**config.mk**
```make
export PLATFORM = sky130hd
export DESIGN_NAME = logic_gate_lut_flat
export DESIGN_NICKNAME = d
export VERILOG_FILES = /design/src/rtl/logic_gate_pkg.sv /design/src/rtl/logic_gate_lut_if.sv /design/src/rtl/logic_gate_cfg_loader.sv /design/src/rtl/logic_gate_lut.sv /design/src/flat_wrapper.sv
export SDC_FILE = /design/constraint.sdc
export NUM_CORES = 1
export LEC_CHECK = 0
export CORE_MARGIN = 2
export CORE_UTILIZATION = 50
export DETAILED_ROUTE_END_ITERATION = 7
export PLACE_DENSITY = 0.76
export SLEW_MARGIN = 20
export SYNTH_ARGS = -nofsm -noshare
export SYNTH_HDL_FRONTEND = slang
export SYNTH_HIERARCHICAL = 1
export SYNTH_SLANG_ARGS = --single-unit
```
**constraint.sdc**
```tcl
create_clock -name i_CLK -period 1.4 [get_ports i_CLK]
set_input_delay 0.21 -clock i_CLK [delete_from_list [all_inputs] [get_ports i_CLK]]
set_output_delay 0.21 -clock i_CLK [all_outputs]
set_load 0.05 [all_outputs]
```
**src/rtl/logic_gate_pkg.sv**
```systemverilog
// Shared types and helpers for the reprogrammable truth-table gate.
package logic_gate_pkg;
  localparam int MAX_N_IN  = 6;
  localparam int MAX_N_OUT = 8;

  typedef enum logic [1:0] {UNCFG, LOAD, READY} lg_state_e;

  function automatic int tbits(input int n_in, input int n_out);
    return n_out * (1 << n_in);
  endfunction
endpackage

```
**src/rtl/logic_gate_lut_if.sv**
```systemverilog
// Config/evaluation bus of logic_gate_lut; master drives stimulus, slave is the block.
interface logic_gate_lut_if #(
  parameter int N_IN  = 4,
  parameter int N_OUT = 1
);
  logic             i_CFG_START;
  logic             i_CFG_VALID;
  logic             i_CFG_BIT;
  logic             o_CFG_DONE;
  logic             o_READY;
  logic             i_VALID;
  logic [N_IN-1:0]  i_IN;
  logic             o_VALID;
  logic [N_OUT-1:0] o_Y;

  modport master (
    output i_CFG_START, i_CFG_VALID, i_CFG_BIT, i_VALID, i_IN,
    input  o_CFG_DONE, o_READY, o_VALID, o_Y
  );
  modport slave (
    input  i_CFG_START, i_CFG_VALID, i_CFG_BIT, i_VALID, i_IN,
    output o_CFG_DONE, o_READY, o_VALID, o_Y
  );
endinterface

```
**src/rtl/logic_gate_cfg_loader.sv**
```systemverilog
// Serial truth-table loader: MSB-first shift-in, bit counter and UNCFG/LOAD/READY FSM.
module logic_gate_cfg_loader
  import logic_gate_pkg::*;
#(
  parameter int TBITS = 16
) (
  input  logic             clk,
  input  logic             rst_n,
  input  logic             cfg_start,
  input  logic             cfg_valid,
  input  logic             cfg_bit,
  output logic             cfg_done,
  output logic             ready,
  output logic [TBITS-1:0] tbl
);
  localparam int CW = $clog2(TBITS + 1);

  lg_state_e        state, state_n;
  logic [CW-1:0]    cnt, cnt_n, idx;
  logic [TBITS-1:0] tbl_n;
  logic             done_n;

  always_comb begin
    state_n = state;
    cnt_n   = cnt;
    tbl_n   = tbl;
    done_n  = 1'b0;
    idx     = cnt;
    case (state)
      UNCFG: if (cfg_start) begin state_n = LOAD; cnt_n = '0; end
      LOAD: begin
        // a restart with a simultaneous bit makes that bit number 0
        idx   = cfg_start ? '0 : cnt;
        cnt_n = idx;
        if (cfg_valid) begin
          tbl_n = {tbl[TBITS-2:0], cfg_bit};
          if (idx == CW'(TBITS - 1)) begin
            cnt_n   = '0;
            state_n = READY;
            done_n  = 1'b1;
          end else begin
            cnt_n = idx + CW'(1);
          end
        end
      end
      READY: if (cfg_start) begin state_n = LOAD; cnt_n = '0; end
      default: state_n = UNCFG;
    endcase
  end

  always_ff @(posedge clk or negedge rst_n) begin
    if (!rst_n) begin
      state    <= UNCFG;
      cnt      <= '0;
      tbl      <= '0;
      cfg_done <= 1'b0;
      ready    <= 1'b0;
    end else begin
      state    <= state_n;
      cnt      <= cnt_n;
      tbl      <= tbl_n;
      cfg_done <= done_n;
      ready    <= (state_n == READY);
    end
  end
endmodule

```
**src/rtl/logic_gate_lut.sv**
```systemverilog
// N_OUT run-time loadable Boolean functions of one N_IN-bit vector, LATENCY-cycle registered output.
module logic_gate_lut
  import logic_gate_pkg::*;
#(
  parameter int N_IN    = 4,
  parameter int N_OUT   = 1,
  parameter int LATENCY = 1
) (
  input logic              i_CLK,
  input logic              i_RST_N,
  logic_gate_lut_if.slave  bus
);
  localparam int TSZ   = 1 << N_IN;
  localparam int TBITS = tbits(N_IN, N_OUT);

  logic [TBITS-1:0] tbl;
  logic             ready;

  logic_gate_cfg_loader #(.TBITS(TBITS)) u_cfg (
    .clk      (i_CLK),
    .rst_n    (i_RST_N),
    .cfg_start(bus.i_CFG_START),
    .cfg_valid(bus.i_CFG_VALID),
    .cfg_bit  (bus.i_CFG_BIT),
    .cfg_done (bus.o_CFG_DONE),
    .ready    (ready),
    .tbl      (tbl)
  );
  assign bus.o_READY = ready;

  logic [N_OUT-1:0] res;
  for (genvar c = 0; c < N_OUT; c++) begin : g_fn
    logic [TSZ-1:0] fn;
    assign fn     = tbl[c*TSZ +: TSZ];
    assign res[c] = fn[bus.i_IN];
  end

  // a reload request in READY discards everything in flight, including this cycle's sample
  logic flush, s0_vld;
  assign flush  = ready & bus.i_CFG_START;
  assign s0_vld = ready & bus.i_VALID & ~bus.i_CFG_START;

  logic [LATENCY:1]            vld_pipe;
  logic [LATENCY:1][N_OUT-1:0] y_pipe;
  logic [LATENCY:0]            vld_chain;
  logic [LATENCY:0][N_OUT-1:0] y_chain;
  assign vld_chain = {vld_pipe, s0_vld};
  assign y_chain   = {y_pipe, res};

  // data stages only advance with a live valid, so o_Y holds between results
  always_ff @(posedge i_CLK or negedge i_RST_N) begin
    if (!i_RST_N) begin
      vld_pipe <= '0;
      y_pipe   <= '0;
    end else begin
      for (int k = 1; k <= LATENCY; k++) begin
        vld_pipe[k] <= vld_chain[k-1] & ~flush;
        if (vld_chain[k-1] & ~flush) y_pipe[k] <= y_chain[k-1];
      end
    end
  end

  assign bus.o_VALID = vld_pipe[LATENCY];
  assign bus.o_Y     = y_pipe[LATENCY];
endmodule

```
**src/flat_wrapper.sv**
```systemverilog
// flat-port wrapper written by rule: the top's interface ports become plain ports
module logic_gate_lut_flat import logic_gate_pkg::*;
#(
  parameter int N_IN    = 4,
  parameter int N_OUT   = 1,
  parameter int LATENCY = 1
)
  (i_CLK, i_RST_N, bus_i_CFG_START, bus_i_CFG_VALID, bus_i_CFG_BIT, bus_i_VALID, bus_i_IN, bus_o_CFG_DONE, bus_o_READY, bus_o_VALID, bus_o_Y);
  logic_gate_lut_if #(.N_IN(N_IN), .N_OUT(N_OUT)) bus_i ();
  input logic i_CLK;
  input logic i_RST_N;
  input wire logic [$bits(bus_i.i_CFG_START)-1:0] bus_i_CFG_START;
  input wire logic [$bits(bus_i.i_CFG_VALID)-1:0] bus_i_CFG_VALID;
  input wire logic [$bits(bus_i.i_CFG_BIT)-1:0] bus_i_CFG_BIT;
  input wire logic [$bits(bus_i.i_VALID)-1:0] bus_i_VALID;
  input wire logic [$bits(bus_i.i_IN)-1:0] bus_i_IN;
  output wire logic [$bits(bus_i.o_CFG_DONE)-1:0] bus_o_CFG_DONE;
  output wire logic [$bits(bus_i.o_READY)-1:0] bus_o_READY;
  output wire logic [$bits(bus_i.o_VALID)-1:0] bus_o_VALID;
  output wire logic [$bits(bus_i.o_Y)-1:0] bus_o_Y;
  assign bus_i.i_CFG_START = bus_i_CFG_START;
  assign bus_i.i_CFG_VALID = bus_i_CFG_VALID;
  assign bus_i.i_CFG_BIT = bus_i_CFG_BIT;
  assign bus_i.i_VALID = bus_i_VALID;
  assign bus_i.i_IN = bus_i_IN;
  assign bus_o_CFG_DONE = bus_i.o_CFG_DONE;
  assign bus_o_READY = bus_i.o_READY;
  assign bus_o_VALID = bus_i.o_VALID;
  assign bus_o_Y = bus_i.o_Y;
  logic_gate_lut #(.N_IN(N_IN), .N_OUT(N_OUT), .LATENCY(LATENCY)) u_core (.i_CLK(i_CLK), .i_RST_N(i_RST_N), .bus(bus_i));
endmodule
```
# Yosys cells after proc, flatten, opt, wreduce, memory -nomap -nowiden
# Cells that the tools add are included.
# totals
register_bits	27
latchBits	0
ramBits	0
rom_bits	0
inputBits	10
output_inout_bits	4
wordCells	36
n_memories	0
# classes
addsub	1
multipliers	0
n_div	0
magnitude_cmp	1
eq_ne	4
n_shift	0
muxes	13
bitwise	6
reduce_logical	4
# op_table
operator	n
$mux W5	3
$pmux W5 S2	1
$mux W2	3
$add A5 B1 Y5 const B	1
$eq A5 B4 Y1 const B	1
$lt A4 B5 Y1 const B	1
$and A1 B1 Y1	4
$bmux W1 S4	1
$eq A2 B2 Y1 const B	2
$mux W1	4
$pmux W2 S2	1
$eq A2 B1 Y1 const B	1
$logic_not A2 Y1	1
$not A1 Y1	2
$reduce_and A2 Y1	1
$reduce_bool A2 Y1	1
$reduce_or A2 Y1	1

# Longest topological paths before layout
# Gate-level depths: netlist of run 1.
# logic_depth
ltp_word	6
mapped_depth	6
depth_no_buf	6

# Hierarchy
# Netlist of run 1, hierarchy kept.
# modules_own_cells
module	instances	cells_each	area_each_um2	seq_area_each_um2
logic_gate_cfg_loader	1	85	1147.4	625.6
logic_gate_lut	1	22	222.7	50.0

# Worst setup path before layout of run 1
# OpenSTA, ideal clock, no wires.
# synth_path
kind	input port to flip-flop
from	in bus_i_CFG_START
to	reg u_core.u_cfg.ready
setup_time_ns	0.121
arrival_ns	1.402
required_time_ns	1.279
setup_slack_ns	-0.123
stages	6
n_path_buf	1
cell_sequence	clkbuf_1 > nor2_1 > ha_1 > and4b_1 > and3_1 > a22o_1
# synth_between
elab_chain_len	6
elab_cells_between_ends	7
classes_between	eq/ne: 2; mux: 5
# synth_rtl
item	line_no	rtl
from (decl)	flat_wrapper.sv:12	input wire logic [$bits(bus_i.i_CFG_START)-1:0] bus_i_CFG_START;
$mux W5	-	
$eq A5 B4 Y1	logic_gate_cfg_loader.sv:37	if (idx == CW'(TBITS - 1)) begin
$mux W2	logic_gate_cfg_loader.sv:37	
$mux W2	logic_gate_cfg_loader.sv:35	if (cfg_valid) begin
$pmux W2 S2 *	logic_gate_cfg_loader.sv:29	case (state)
$eq A2 B2 Y1 *	logic_gate_cfg_loader.sv:63	ready <= (state_n == READY);
to (signal assigned)	logic_gate_cfg_loader.sv:63	
to (decl)	logic_gate_cfg_loader.sv:13	output logic ready,
# Mark *: on every way between the ends. The rest lies on a longest branch, timed or not.
# A chain may end at the register's enable or synchronous reset.

# Worst setup path after layout of run 1
# layout_path
from	in bus_i_CFG_START
to	reg u_core.u_cfg.cnt[4]
# layout_between
elab_chain_len	5
elab_cells_between_ends	6
classes_between	add/sub: 1; eq/ne: 1; mux: 4
# layout_rtl
item	line_no	rtl
$mux W5 *	-	
$add A5 B1 Y5 / $eq A5 B4 Y1 (equally long branches)	logic_gate_cfg_loader.sv:42, logic_gate_cfg_loader.sv:37	
$mux W5	logic_gate_cfg_loader.sv:37	
$mux W5	logic_gate_cfg_loader.sv:35	
$pmux W5 S2 *	logic_gate_cfg_loader.sv:29	
to (signal assigned)	logic_gate_cfg_loader.sv:60	cnt <= cnt_n;
to (decl)	logic_gate_cfg_loader.sv:19	logic [CW-1:0] cnt, cnt_n, idx;
# Marks and branches as above.

==> load_flow_metrics.sql, run 1 <==
INSERT INTO impl_metrics (metric_group, metric, value, unit) VALUES
('critical_path', 'critical_path.max_stage_delay', '0.59', 'ns'),
('power', 'comb_pwr_share', '0.272', ''),
('power', 'leakage', '0.802', 'nW'),
('critical_path', 'timing.critical_path.fanout_max', '4', ''),
('critical_path', 'regToRegEndpoint', 'u_core/u_cfg/cnt[4]', ''),
('sta', 'final_hold_viol_count', '0', ''),
('placement', 'placedCellCount', '158', ''),
('yosys', 'synth_nets', '118', ''),
('yosys', 'synth_warnings', '6', ''),
('grt', 'grt_antenna_before_repair', '0', ''),
('detailed_routing', 'dr.pass1.iters', '4', ''),
('clocking', 'clock_sink_count', '27', ''),
('power', 'p_clk_frac', '0.171', ''),
('critical_path', 'kind_of_cell_adding_the_most_delay_to_the_critical_path', 'buffers and inverters', ''),
('sta', 'finalWorstPathRequiredPeriod', '1.39', 'ns'),
('clocking', 'cts-htree-levels', '1', ''),
('die', 'dieArea', '0.00317', 'sq mm'),
('yosys', 'synth-async-reset-ratio', '1.00', ''),
('power', 'powerDensity', '1160', 'mW/mm^2'),
('layout', 'layout.cells.non_filler', '167', ''),
('detailed_routing', 'drt-initial-drc-count', '13', ''),
('sta', 'fin_skew', '0.00953', 'ns'),
('power', 'power_switching_share', '0.272', ''),
('layout', 'diodes', '0', ''),
('sta', 'worstMarginPinSlew', '0.332', 'ns'),
('power', 'internal_power', '1.45', 'mW'),
('layout', 'area_delta_synth_final', '25.3', '%'),
('grt', 'via_count_of_the_first_global_routing_pass', '887', ''),
('power', 'net-switching-power', '0.544', 'mW'),
('yosys', 'post_synth_inst_count', '107', ''),
('sta', 'worst_setup_margin', '0.0102', 'ns'),
('critical_path', 'r2r_start', 'u_core/u_cfg/cnt[0]', ''),
('power', 'sequentialPowerShare', '0.557', ''),
('clocking', 'root_buffer_master', 'clkbuf_4', ''),
('critical_path', 'critical_path.endpoint_type', 'flip-flop', ''),
('outcome', 'status', 'complete, no violations', ''),
('die', 'placement_rows', '18', ''),
('yosys', 'synth_top_area_cell', 'dfrtp_1', ''),
('detailed_routing', 'antenna_violating_nets_post_route', '0', ''),
('clocking', 'clk-insertion-delay-late', '0.32', 'ns'),
('clocking', 'cts_made_buffers', '3', ''),
('placement', 'dpl_cell_area', '0.00163', 'sq mm'),
('sta', 'unrepaired_setup_endpoints_after_global_routing', 'yes', ''),
('die', 'floorplan.die.width', '56.3', 'um'),
('yosys', 'synthTopCellsByArea', 'dfrtp_1 (49%), mux2_4 (8.8%), mux2_2 (6.6%), mux2i_1 (2.9%), a21oi_1 (2.6%)', ''),
('yosys', 'avgSynthCellArea', '12.8', 'sq um'),
('die', 'pin_count', '14', ''),
('clocking', 'holdBufCountCts', '0', ''),
('grt', 'grt_start_max_net_pins', '28', ''),
('critical_path', 'cp_data_required_time', '1.63', 'ns'),
('critical_path', 'reg2regPathDepth', '5', ''),
('sta', 'finalCritPeriodShare', '0.993', ''),
('detailed_routing', 'routedWlPerCell', '15.4', 'um'),
('clocking', 'max-clock-path-buffers', '2', ''),
('clocking', 'clkSlewWorstSetupHoldPaths', '0.15', 'ns'),
('critical_path', 'critical_path.n_buffers_inverters', '2', ''),
('grt', 'globalRouteTotalUtil', '0.170', ''),
('grt', 'grt_remaining_overflow', '0', ''),
('clocking', 'cts_tree', 'yes', ''),
('placement', 'hpwlAfterDp', '1770', 'um'),
('critical_path', 'cp_cell_sequence', 'clkdlybuf4s50_1 > nor2_2 > ha_2 > and4b_1 > buf_4 > a221oi_2', ''),
('detailed_routing', 'via_cell_ratio', '5.57', ''),
('die', 'core-area', '0.00254', 'sq mm'),
('critical_path', 'criticalPathCategory', 'input pin to flip-flop', ''),
('critical_path', 'cp_slowest_cell', 'clkdlybuf4s50_1', ''),
('sta', 'whs', '0.228', 'ns'),
('yosys', 'synth_largest_type_area_fraction', '0.493', ''),
('critical_path', 'ff2ff_setup_slack', '0.03', 'ns'),
('detailed_routing', 'drt-total-wl', '2570', 'um'),
('die', 'die_h', '56.3', 'um'),
('layout', 'final_cell_area', '0.00172', 'sq mm');
-- worst max path at each step --
stage                                     start               endpoint  slack (ns)  cells after the start
final                           bus_i_CFG_START    u_core/u_cfg/cnt[4]        0.01                      6
after global routing            bus_i_CFG_START    u_core/u_cfg/cnt[4]       -0.06                      6
after floorplan           u_core/u_cfg/state[1]   u_core/u_cfg/tbl[10]       -0.05                      6
after detailed placement        bus_i_CFG_START    u_core/u_cfg/cnt[3]       -0.39                      6
after CTS                   u_core/u_cfg/cnt[0]    u_core/u_cfg/cnt[2]        0.02                      6
after global placement          bus_i_CFG_START  u_core/u_cfg/state[1]       -0.31                      6
-- power by group through the flow --
stage | Sequential, mW | Combinational [mW] | Clock (mW)
detailed placement | 1.13 | 0.464 | 0
floorplan | 1.08 | 0.367 | 0
finish | 1.11 | 0.542 | 0.342
global placement | 1.11 | 0.452 | 0
global route | 1.14 | 0.591 | 0.382
CTS | 1.12 | 0.468 | 0.348
-- worst reg2reg max path, stage by stage (launching register included) --
cell and delay, ns:
dfrtp_1 0.42, nor2b_4 0.13, ha_2 0.17, and4b_1 0.18, buf_4 0.14, a221oi_2 0.25
-- flip-flops by register name, indices dropped and copies added (netlist names) --
register and cells:
u_core/u_cfg/cfg_done 1, u_core/u_cfg/state 2, u_core/bus.o_VALID 1, u_core/bus.o_Y 1, u_core/u_cfg/tbl 16, u_core/u_cfg/ready 1
u_core/u_cfg/cnt 5
-- timing repair --
item | in CTS | in global routing
resized for setup | 5 | 4
hold endpoints to repair | 0 | 0
pin swaps | 2 | 1
buffers inserted | 0 | 5
endpoints found under the setup margin | 5 | 9
-- cell families after synthesis --
| kind of cell | count (synthesis) | synth area share |
|---|---|---|
| and+or+nand+nor | 27 | 0.124 |
| muxes | 22 | 0.218 |
| buffers and inverters | 11 | 0.0584 |
| adders and majority gates | 1 | 0.00913 |
| AOI/OAI and AO/OA | 19 | 0.0968 |
| DFF | 27 | 0.493 |
-- per-layer routing --
metal | track usage | vias to the layer above | share of wire
li1 | - | 454 | -
met1 | 0.240 | 452 | 0.48
met2 | 0.259 | 23 | 0.47
met3 | 0.0346 | 2 | 0.045
met4 | 0.0612 | 0 | 0.010
met5 | 0 | - | 0
-- through the flow --
| stage | TNS [ns] | utilization | total power [mW] |
|---|---|---|---|
| global route | -0.177 | 0.675 | 2.11 |
| floorplan | -0.442 | - | 1.44 |
| finish | 0 | 0.675 | 2.00 |
| CTS | 0 | 0.655 | 1.93 |
| detailed placement | -4.25 | 0.639 | 1.60 |
| global placement | -3.34 | 0.639 | 1.56 |
-- placed cells by master, fill, tap and decap left out, types with 3 or more instances in the layout --
master,n
nor2_1,4
mux2_4,8
clkdlybuf4s50_1,8
clkbuf_4,3
buf_4,20
nand2_1,3
inv_1,3
nand2b_1,3
dfrtp_1,27
a21oi_1,6
buf_12,4
mux2i_1,4
mux2_2,8
nand4_1,3
-- area by class of cell --
cell class,count,area [sq um]
multi-input combinational,69,636
sequential,27,676
clock buffer,3,22.5
fill,192,828
inverter,4,15.0
clock inverter,1,7.51
timing repair buffer,33,323
tap,30,37.5
Power figures use the tool's default switching activity.
==> run 2, diff against run 1 <==
--- a/config.mk
+++ b/config.mk
@@ -5,10 +5,13 @@
 export SDC_FILE = /design/constraint.sdc
 export NUM_CORES = 1
 export LEC_CHECK = 0
+export CAP_MARGIN = 20
 export CORE_MARGIN = 2
-export CORE_UTILIZATION = 50
+export CORE_UTILIZATION = 52
+export CTS_BUF_LIST = sky130_fd_sc_hd__clkbuf_8
 export DETAILED_ROUTE_END_ITERATION = 7
-export PLACE_DENSITY = 0.76
+export MAX_ROUTING_LAYER = met4
+export PLACE_DENSITY = 0.79
 export SLEW_MARGIN = 20
 export SYNTH_ARGS = -nofsm -noshare
 export SYNTH_HDL_FRONTEND = slang
==> run 2 against run 1 <==
  * Largest power group unchanged
  * Non-clock buffer count decreased by 1
  * Via count up 2.9%
  * Critical path type is now flip-flop to flip-flop
  * Combinational power rose by 2%
==> load_flow_metrics.sql, run 2 (synthesis results as in run 1) <==
INSERT INTO impl_metrics (metric_group, metric, value, unit) VALUES
('critical_path', 'crit_start', 'u_core/u_cfg/cnt[0]', ''),
('sta', 'worst_setup_margin', '0.0188', 'ns'),
('layout', 'sequential_cell_area', '676', 'sq um'),
('clocking', 'clk-insertion-delay-late', '0.27', 'ns'),
('critical_path', 'critical_path.startpoint_type', 'flip-flop', ''),
('hold_path', 'min_path_type', 'input pin to async pin', ''),
('placement', 'number_of_buffers_added_on_ports', '13', ''),
('critical_path', 'critical_path.endpoint_type', 'flip-flop', ''),
('detailed_routing', 'via_cell_ratio', '5.74', ''),
('grt', 'globalRouteTotalUtil', '0.185', ''),
('critical_path', 'r2r_start', 'u_core/u_cfg/cnt[0]', ''),
('layout', 'diodes', '0', ''),
('power', 'max-vdd-ir-drop', '1.13', 'mV'),
('layout', 'area_delta_synth_final', '29.5', '%'),
('detailed_routing', 'antenna_violating_nets_post_route', '0', ''),
('power', 'power_switching_share', '0.267', ''),
('layout', 'top_library_cells_by_usage_in_the_layout_fill_and_taps_aside', 'dfrtp_1 (27), buf_4 (19), mux2_4 (8), mux2_2 (8), clkdlybuf4s50_1 (7)', ''),
('power', 'leakage', '0.810', 'nW'),
('clocking', 'clkSlewWorstSetupHoldPaths', '0.10', 'ns'),
('clocking', 'cts_made_buffers', '3', ''),
('sta', 'final_hold_viol_count', '0', ''),
('detailed_routing', 'drt-initial-drc-count', '35', ''),
('layout', 'layout.filler_cells', '167', ''),
('die', 'floorplan.initialDensity', '0.553', ''),
('grt', 'grt_start_max_net_pins', '28', ''),
('placement', 'hpwlAfterDp', '1840', 'um'),
('clocking', 'root_buffer_master', 'clkbuf_8', ''),
('job', 'cap_viol_max_count', '0', ''),
('die', 'core-area', '0.00248', 'sq mm'),
('sta', 'timing.max_slew.rel_slack', '0.755', ''),
('critical_path', 'cp_data_required_time', '1.57', 'ns'),
('placement', 'dp_slack', '-0.383', 'ns'),
('layout', 'max_flop_register', 'u_core/u_cfg/tbl', ''),
('detailed_routing', 'vias', '958', ''),
('layout', 'commonest_non_fill_non_tap_cell_in_the_layout', 'dfrtp_1', ''),
('critical_path', 'critical_path.max_stage_delay', '0.40', 'ns'),
('sta', 'finalWorstPathRequiredPeriod', '1.38', 'ns'),
('die', 'die_h', '55.3', 'um'),
('layout', 'finalCoreUtilization', '0.716', ''),
('sta', 'finalCritPeriodShare', '0.987', ''),
('placement', 'place_congestion', '0.844', ''),
('grt', 'wire_length_of_the_first_global_routing_pass', '4370', 'um'),
('layout', 'multi_input_area', '687', 'sq um'),
('layout', 'layout.cells.non_filler', '167', ''),
('power', 'powerDensity', '1190', 'mW/mm^2'),
('outcome', 'status', 'complete, no violations', ''),
('grt', 'via_count_of_the_first_global_routing_pass', '943', ''),
('clocking', 'cts_tree', 'yes', ''),
('power', 'net-switching-power', '0.563', 'mW'),
('critical_path', 'arrival', '1.55', 'ns'),
('sta', 'worstMarginPinSlew', '0.362', 'ns'),
('critical_path', 'timing.critical_path.fanout_max', '5', ''),
('detailed_routing', 'drt-total-wl', '2870', 'um'),
('layout', 'largest_register_ff_count', '16', ''),
('critical_path', 'worst-path-stages', '5', ''),
('critical_path', 'kind_of_cell_adding_the_most_delay_to_the_critical_path', 'simple AND/OR/NAND/NOR gates', ''),
('power', 'sequentialPowerShare', '0.527', ''),
('sta', 'fin_skew', '0.00780', 'ns'),
('layout', 'layout.nets', '149', ''),
('sta', 'unrepaired_setup_endpoints_after_global_routing', 'yes', ''),
('clocking', 'cts-htree-levels', '1', ''),
('die', 'dieArea', '0.00306', 'sq mm'),
('critical_path', 'critical_path.n_buffers_inverters', '0', ''),
('die', 'pin_count', '14', ''),
('layout', 'drive_gt1_frac', '0.438', ''),
('layout', 'layout_top_registers', 'u_core/u_cfg/tbl x16, u_core/u_cfg/cnt x5, u_core/u_cfg/state x2', ''),
('sta', 'drv_slew', '0', ''),
('grt', 'grt_antenna_before_repair', '0', ''),
('power', 'design_power_total', '2.11', 'mW'),
('sta', 'finalSetupViolCount', '0', ''),
('detailed_routing', 'dr.pass1.iters', '4', ''),
('grt', 'grt_remaining_overflow', '0', ''),
('clocking', 'max-clock-path-buffers', '2', ''),
('critical_path', 'reg2regPathDepth', '5', ''),
('die', 'floorplan.die.width', '55.3', 'um'),
('detailed_routing', 'routedWlPerCell', '17.2', 'um'),
('power', 'comb_pwr_share', '0.262', ''),
('sta', 'maxClockFrequency', '724', 'MHz'),
('sta', 'setup_total_negative_slack', '0', 'ns'),
('critical_path', 'cp_slowest_cell', 'dfrtp_1', ''),
('power', 'p_clk_frac', '0.210', ''),
('die', 'placement_rows', '18', ''),
('detailed_routing', 'number_of_remaining_drc_errors', '0', ''),
('clocking', 'clock_sink_count', '27', ''),
('power', 'internal_power', '1.55', 'mW'),
('placement', 'placedCellCount', '158', ''),
('clocking', 'holdBufCountCts', '0', ''),
('critical_path', 'criticalPathCategory', 'flip-flop to flip-flop', ''),
('critical_path', 'cp_cell_sequence', 'nor2b_4 > ha_4 > and4b_1 > and3_4 > a22o_1', '');
run 2: cell types whose count changed in the layout (fill, tap and decap cells not counted), sizes merged:
cell,previous run,this run
buf,24,23
and2,2,3
dlygate4sd2,0,2
clkdlybuf4s50,8,7
dlymetal6s2s,1,0
run 2: layout make-up:
| type | instances | share of cell area |
|---|---|---|
| multi-input combinational | 70 | 0.387 |
| sequential | 27 | 0.381 |
| timing repair buffer | 32 | 0.175 |
| clock buffer | 3 | 0.0233 |
| tap | 30 | 0.0212 |
| inverter | 4 | 0.00846 |
| clock inverter | 1 | 0.00423 |
run 2: power by group through the flow:
stage,Clock [mW],Sequential (mW),Combinational [mW]
3_3_place_gp,0,1.11,0.448
4_1_cts,0.458,1.11,0.470
3_5_place_dp,0,1.12,0.468
5_1_grt,0.499,1.14,0.605
2_1_floorplan,0,1.08,0.367
6_report,0.444,1.11,0.553
run 2: timing repair:
action / CTS / global route
gates resized for setup: 4 / 14
endpoints found under the setup margin: 6 / 15
gates cloned: 0 / 1
setup buffers: 0 / 4
pin swaps: 0 / 3
run 2: per-stage QoR:
stage	hold WS, ns	cell area, sq um
6_report	0.288	1770
5_1_grt	0.306	1770
4_1_cts	0.304	1680
3_5_place_dp	0.499	1630
3_3_place_gp	0.500	1630
2_1_floorplan	-0.0856	1370
run 2: worst paths after layout:
path                                          to  slack [ns]
max                        u_core/u_cfg/state[1]        0.02
min                          u_core/u_cfg/tbl[1]        0.29
max reg2reg                u_core/u_cfg/state[1]        0.02
min reg2reg                  u_core/u_cfg/cnt[4]        0.53
max in group asynchronous   u_core/u_cfg/tbl[14]        0.85
min in group i_CLK           u_core/u_cfg/cnt[4]        0.53
run 2: layer usage:
metal | up-vias | global-route usage | wire length, um
met3 | 2 | 0.0375 | 94
met1 | 488 | 0.240 | 1340
li1 | 448 | - | -
met2 | 20 | 0.301 | 1430
met4 | 0 | 0.0418 | 10
met5 | - | - | 0
